**config.mk**
```make
export PLATFORM = sky130hd
export DESIGN_NAME = uart_word_ctrl
export DESIGN_NICKNAME = d
export VERILOG_FILES = /design/src/rtl/uart_word_pkg.sv /design/src/rtl/uart_word_ctrl_tx.sv /design/src/rtl/uart_word_ctrl.sv
export SDC_FILE = /design/constraint.sdc
export NUM_CORES = 1
export LEC_CHECK = 0
export BUFFER_PORTS_ARGS = -buffer_cell sky130_fd_sc_hd__buf_2
export CORE_MARGIN = 8
export CORE_UTILIZATION = 54
export CTS_CLUSTER_SIZE = 8
export DETAILED_ROUTE_END_ITERATION = 12
export PLACE_DENSITY = 0.79
export SETUP_SLACK_MARGIN = 0.5
export SYNTH_ARGS = -nofsm -noshare
export SYNTH_HDL_FRONTEND = slang
export SYNTH_SLANG_ARGS = --single-unit
```
**constraint.sdc**
```tcl
create_clock -name clk -period 4.2 [get_ports clk]
set_input_delay 0.63 -clock clk [delete_from_list [all_inputs] [get_ports clk]]
set_output_delay 0.63 -clock clk [all_outputs]
set_load 0.1 [all_outputs]
```
**src/rtl/uart_word_pkg.sv**
```systemverilog
// Shared constants and TX state encoding for the UART word controller.
package uart_word_pkg;
    localparam int DEF_WORD_BYTES     = 8;
    localparam int DEF_TIMEOUT_CYCLES = 100000;

    typedef enum logic [1:0] {
        T_IDLE = 2'd0,
        T_LOAD = 2'd1,
        T_GAP  = 2'd2,
        T_BUSY = 2'd3
    } tx_state_e;
endpackage

```
**src/rtl/uart_word_ctrl_tx.sv**
```systemverilog
// TX path: serialises a latched word MSB-first into single UART byte strobes.
module uart_word_tx
    import uart_word_pkg::*;
#(
    parameter int WORD_BYTES = DEF_WORD_BYTES
) (
    input  logic                    clk,
    input  logic                    rst,
    input  logic [8*WORD_BYTES-1:0] word_in,
    input  logic                    word_in_valid,
    output logic                    word_in_ready,
    output logic [7:0]              tx_byte,
    output logic                    tx_en,
    input  logic                    tx_busy
);
    localparam int W = 8 * WORD_BYTES;
    localparam logic [3:0] LAST_IDX = 4'(WORD_BYTES - 1);

    tx_state_e    state_q, state_d;
    logic [3:0]   idx_q, idx_d;
    logic [W-1:0] word_q, word_d;
    logic [W-1:0] word_shl;
    logic [7:0]   byte_q, byte_d;
    logic         en_q, en_d;
    logic         rdy_q, rdy_d;

    assign word_shl = word_q << {idx_q, 3'b000};

    always_comb begin
        state_d = state_q;
        idx_d   = idx_q;
        word_d  = word_q;
        byte_d  = byte_q;
        en_d    = 1'b0;
        case (state_q)
            T_IDLE: begin
                if (rdy_q && word_in_valid) begin
                    word_d  = word_in;
                    idx_d   = '0;
                    state_d = T_LOAD;
                end
            end
            T_LOAD: begin
                if (!tx_busy) begin
                    byte_d  = word_shl[W-1 -: 8];
                    en_d    = 1'b1;
                    state_d = T_GAP;
                end
            end
            // Guard cycle lets the UART raise tx_busy before it is sampled.
            T_GAP:  state_d = T_BUSY;
            T_BUSY: begin
                if (!tx_busy) begin
                    idx_d   = idx_q + 4'd1;
                    state_d = (idx_q == LAST_IDX) ? T_IDLE : T_LOAD;
                end
            end
            default: state_d = T_IDLE;
        endcase
        rdy_d = (state_d == T_IDLE);
    end

    always_ff @(posedge clk) begin
        word_q <= word_d;
        if (rst) begin
            state_q <= T_IDLE;
            idx_q   <= '0;
            byte_q  <= '0;
            en_q    <= 1'b0;
            rdy_q   <= 1'b0;
        end else begin
            state_q <= state_d;
            idx_q   <= idx_d;
            byte_q  <= byte_d;
            en_q    <= en_d;
            rdy_q   <= rdy_d;
        end
    end

    assign word_in_ready = rdy_q;
    assign tx_byte       = byte_q;
    assign tx_en         = en_q;
endmodule

```
**src/rtl/uart_word_ctrl.sv**
```systemverilog
// UART word controller: assembles RX bytes into words and hands TX words to the byte serialiser.
module uart_word_ctrl
    import uart_word_pkg::*;
#(
    parameter int WORD_BYTES     = DEF_WORD_BYTES,
    parameter int TIMEOUT_CYCLES = DEF_TIMEOUT_CYCLES
) (
    input  logic                    clk,
    input  logic                    rst,
    input  logic                    rx_byte_valid,
    input  logic [7:0]              rx_byte,
    output logic [8*WORD_BYTES-1:0] word_out,
    output logic                    word_out_valid,
    input  logic                    word_out_ready,
    input  logic [8*WORD_BYTES-1:0] word_in,
    input  logic                    word_in_valid,
    output logic                    word_in_ready,
    output logic [7:0]              tx_byte,
    output logic                    tx_en,
    input  logic                    tx_busy,
    output logic                    rx_overrun,
    output logic                    rx_timeout,
    output logic [3:0]              rx_byte_cnt
);
    localparam int W    = 8 * WORD_BYTES;
    localparam int TO_W = $clog2(TIMEOUT_CYCLES + 1);
    localparam logic [3:0]      LAST_IDX = 4'(WORD_BYTES - 1);
    localparam logic [TO_W-1:0] TO_LAST  = TO_W'(TIMEOUT_CYCLES - 1);

    logic [W-1:0]    sr_q, sr_d;
    logic [W-1:0]    word_q, word_d;
    logic            word_vld_q, word_vld_d;
    logic            ovr_q, ovr_d;
    logic            tmo_q, tmo_d;
    logic [3:0]      cnt_q, cnt_d;
    logic [TO_W-1:0] to_q, to_d;
    logic            word_done;

    always_comb begin
        sr_d       = sr_q;
        word_d     = word_q;
        word_vld_d = word_vld_q;
        cnt_d      = cnt_q;
        to_d       = to_q;
        ovr_d      = 1'b0;
        tmo_d      = 1'b0;
        word_done  = rx_byte_valid && (cnt_q == LAST_IDX);
        if (word_vld_q && word_out_ready)
            word_vld_d = 1'b0;
        // A byte always beats a timeout expiring on the same cycle.
        if (rx_byte_valid) begin
            sr_d  = {sr_q[W-9:0], rx_byte};
            to_d  = '0;
            cnt_d = cnt_q + 4'd1;
            if (word_done) begin
                cnt_d = '0;
                if (word_vld_q && !word_out_ready) begin
                    ovr_d = 1'b1;
                end else begin
                    word_d     = sr_d;
                    word_vld_d = 1'b1;
                end
            end
        end else if (cnt_q != '0) begin
            if (to_q == TO_LAST) begin
                cnt_d = '0;
                to_d  = '0;
                tmo_d = 1'b1;
            end else begin
                to_d = to_q + 1'b1;
            end
        end
    end

    always_ff @(posedge clk) begin
        sr_q <= sr_d;
        if (rst) begin
            word_q     <= '0;
            word_vld_q <= 1'b0;
            cnt_q      <= '0;
            to_q       <= '0;
            ovr_q      <= 1'b0;
            tmo_q      <= 1'b0;
        end else begin
            word_q     <= word_d;
            word_vld_q <= word_vld_d;
            cnt_q      <= cnt_d;
            to_q       <= to_d;
            ovr_q      <= ovr_d;
            tmo_q      <= tmo_d;
        end
    end

    assign word_out       = word_q;
    assign word_out_valid = word_vld_q;
    assign rx_overrun     = ovr_q;
    assign rx_timeout     = tmo_q;
    assign rx_byte_cnt    = cnt_q;

    uart_word_tx #(
        .WORD_BYTES(WORD_BYTES)
    ) u_tx (
        .clk          (clk),
        .rst          (rst),
        .word_in      (word_in),
        .word_in_valid(word_in_valid),
        .word_in_ready(word_in_ready),
        .tx_byte      (tx_byte),
        .tx_en        (tx_en),
        .tx_busy      (tx_busy)
    );
endmodule
```
==> results.toml <==
[clock_network]
numCtsBuffers = 31
cts_root_buf = "clkbuf_16"
post_cts.repair.setup_buffers = 0
cts_sinks = 224
htree_num_levels = 1
clkLatencyLatePin_ns = 0.53
path_clk_slew_ns = 0.05
cts_max_path_buffers = 3
ctsHoldBuffers = 0
cts_tree = "built"
cts_resized = 0

[setup_path]
worstPathArrival_ns = 2.79
r2r.worst_path.cells = 5
critPathLaunch = "to_q[0]$_SDFFE_PP0P_"
worstReg2RegEnd = "rx_byte_cnt[1]$_SDFFE_PP0P_"
rrSetupSlack_ns = 1.80
cp_data_required_time_ns = 4.59
cp-start-kind = "flop"
worstPathMaxFanout = 12
timing.rr.start = "to_q[0]$_SDFFE_PP0P_"
cp-end-kind = "flop"
crit_type = "reg -> reg"

[placement]
postPlaceCellArea_um2 = 8910
gp_congestion = 0.771
place.port_buffers = 158
hpwl_um = 11500

[floorplanning]
floorplan.io_pins = 159
die_x_um = 137
dieArea_um2 = 18800
start_util = 0.549
die_height_um = 137
core_um2 = 14500
num_rows = 44

[synthesis]
yosys_warnings = 0
synthXorXnorAreaFrac = 0.0154
synth_top_family_by_area = "simple AND/OR/NAND/NOR gates"
synth_ff_type = "edfxtp_1"
synthesis.area_um2 = 7940
synthMuxAreaShare = 0.0605
synth_seq_cells = 224
ys_async_sr_fraction = 0
postSynthAreaPerCell_um2 = 12.8
synthAdderAreaFrac = 0.00630
synth_simple_gate_area_share = 0.122
yosysUniqueCellTypes = 40
synth_cells = 622
yosysSeqAreaShare = 0.716
synth_nets = 704
synth_edf_count = 120
synth_compound_area_frac = 0.0605

[timing]
setup_violations = 0
fmax_mhz = 416
worst_slew_pin_slew_ns = 0.962
final.period_utilization = 0.573
rsz0062_at_grt = "no"
hold_viol = 0
fin_crit_ns = 2.40
drv_slew = 0
final.setup.tns_ns = 0
slew_headroom = 0.357
skew_ns = 0.0136

[routing]
drc = 0
detail-route-antenna-nets = 0
drtIter0Drc = 292
wl_um = 17400
dr.pass1.iters = 5
via_count = 5381
viasPerCell = 5.42
routedWlPerCell_um = 17.5

[cells_and_area]
drive_gt1_frac = 0.271
area_delta_synth_final_pct = 23.0
fin_nets = 869
antenna_cells = 0
fin_area_um2 = 9770

[global_route]
grt_first_pass_wirelength_um = 27500
grt_pass1_vias = 5593
globalRouteMet3Util = 0.0470
use_met2 = 0.302
overflow = 0
use_met1 = 0.228
grt_usage = 0.183
antenna_found_initial = 0
grt_max_degree = 72
grt_busiest_layer = "met2"

[hold_path]
hp-class = "in -> reg"
hold_path.startpoint = "word_in[30]"
min_to = "u_tx.word_q[30]$_DFFE_PP_"
whs_path_depth = 1

[power_and_ir_drop]
p_per_area_nw_per_um2 = 501
p_leak_nw = 3.64
ir_drop_v = 0.000485

[flow_run]
drv_cap = 0

[outcome]
outcome = "completed"
## area by class of cell
type	count	area (um2)
sequential	224	5690
fill	1039	4710
multi-input combinational	360	2130
clock buffer	55	866
timing repair buffer	165	843
tap	184	230
inverter	5	18.8
## state kept, by name, summed over array words and instances, names as in the netlist
register	flops
u_tx.state_q	2
u_tx.word_q	64
word_out	64
u_tx.word_in_ready	1
u_tx.tx_en	1
rx_overrun	1
u_tx.idx_q	4
rx_timeout	1
word_out_valid	1
to_q	17
rx_byte_cnt	4
u_tx.tx_byte	8
sr_q	56
## synthesized netlist by cell type, drive strengths merged (5+ instances only)
master	n	share of area
o21ai	14	0.0093
nor3	7	0.0044
xnor2	10	0.011
clkbuf	25	0.012
nand2	149	0.070
buf	8	0.0050
nor2	21	0.0099
nand4	6	0.0047
mux2i	12	0.015
dfxtp	104	0.26
edfxtp	120	0.45
a21oi	73	0.046
mux4	16	0.045
inv	5	0.0024
nand3	9	0.0057
nor4	7	0.0055
## placed cells by master, fill, tap and decap left out, types with 3 or more instances in the layout
master,netlist,layout
nand2_1,149,149
ha_1,4,4
mux2i_1,12,12
buf_2,2,158
nor2_1,21,21
dfxtp_1,104,104
clkbuf_16,0,31
buf_4,0,7
nand4_1,6,6
mux4_2,16,16
nor4_1,7,7
a21oi_1,73,73
nand3_1,9,9
xor2_1,4,4
inv_1,5,5
nor3_1,7,7
o21ai_0,13,13
xnor2_1,10,10
clkbuf_1,24,24
edfxtp_1,120,120
nor3b_1,3,3
## cell families (layout without fill, tap and decap cells)
kind of cell    Yosys count  in the layout
flops                   224            224
mux                      28             28
simple gates            222            222
compound gates           92             92
fa+ha+maj                 4              4
buf+inv                  38            225
xor+xnor                 14             14
## critical path: stages, from the launching register on
cell and delay, ns:
dfxtp_1 0.38, ha_1 0.21, nand4_1 0.27, or4_1 0.76
o21ai_2 0.48, o21ai_0 0.16
## metal layers
metal | vias to the layer above | wire length (um)
li1 | 2550 | -
met2 | 206 | 8500
met1 | 2579 | 7030
met5 | - | 0
met3 | 46 | 1370
met4 | 0 | 495
## how the worst max path moves through the flow
stage                                        endpoint  slack [ns]
after floorplan            u_tx.idx_q[2]$_SDFFE_PP0P_        1.36
after global placement      word_out[21]$_SDFFE_PP0P_        1.84
after detailed placement    word_out[11]$_SDFFE_PP0P_        1.76
after CTS                   word_out[13]$_SDFFE_PP0P_        1.81
after global routing         word_out[3]$_SDFFE_PP0P_        1.63
final                     rx_byte_cnt[1]$_SDFFE_PP0P_        1.80
## report_power, final
group | leakage, nW | internal, W | switching (W)
registers | 1.98 | 0.00243 | 0.0000400
logic | 1.25 | 0.0000681 | 0.000154
clock network | 0.410 | 0.00137 | 0.000837
## stage by stage
stage	utilization	hold WS [ns]	std cells	setup slack [ns]	total power, W
floorplan	-	0.426	622	1.36	0.00264
global placement	0.615	0.433	938	1.84	0.00272
detailed placement	0.615	0.434	938	1.76	0.00273
CTS	0.675	0.256	993	1.81	0.00494
global route	0.675	0.261	993	1.63	0.00506
finish	0.675	0.278	993	1.80	0.00489
Power figures use the tool's default switching activity.
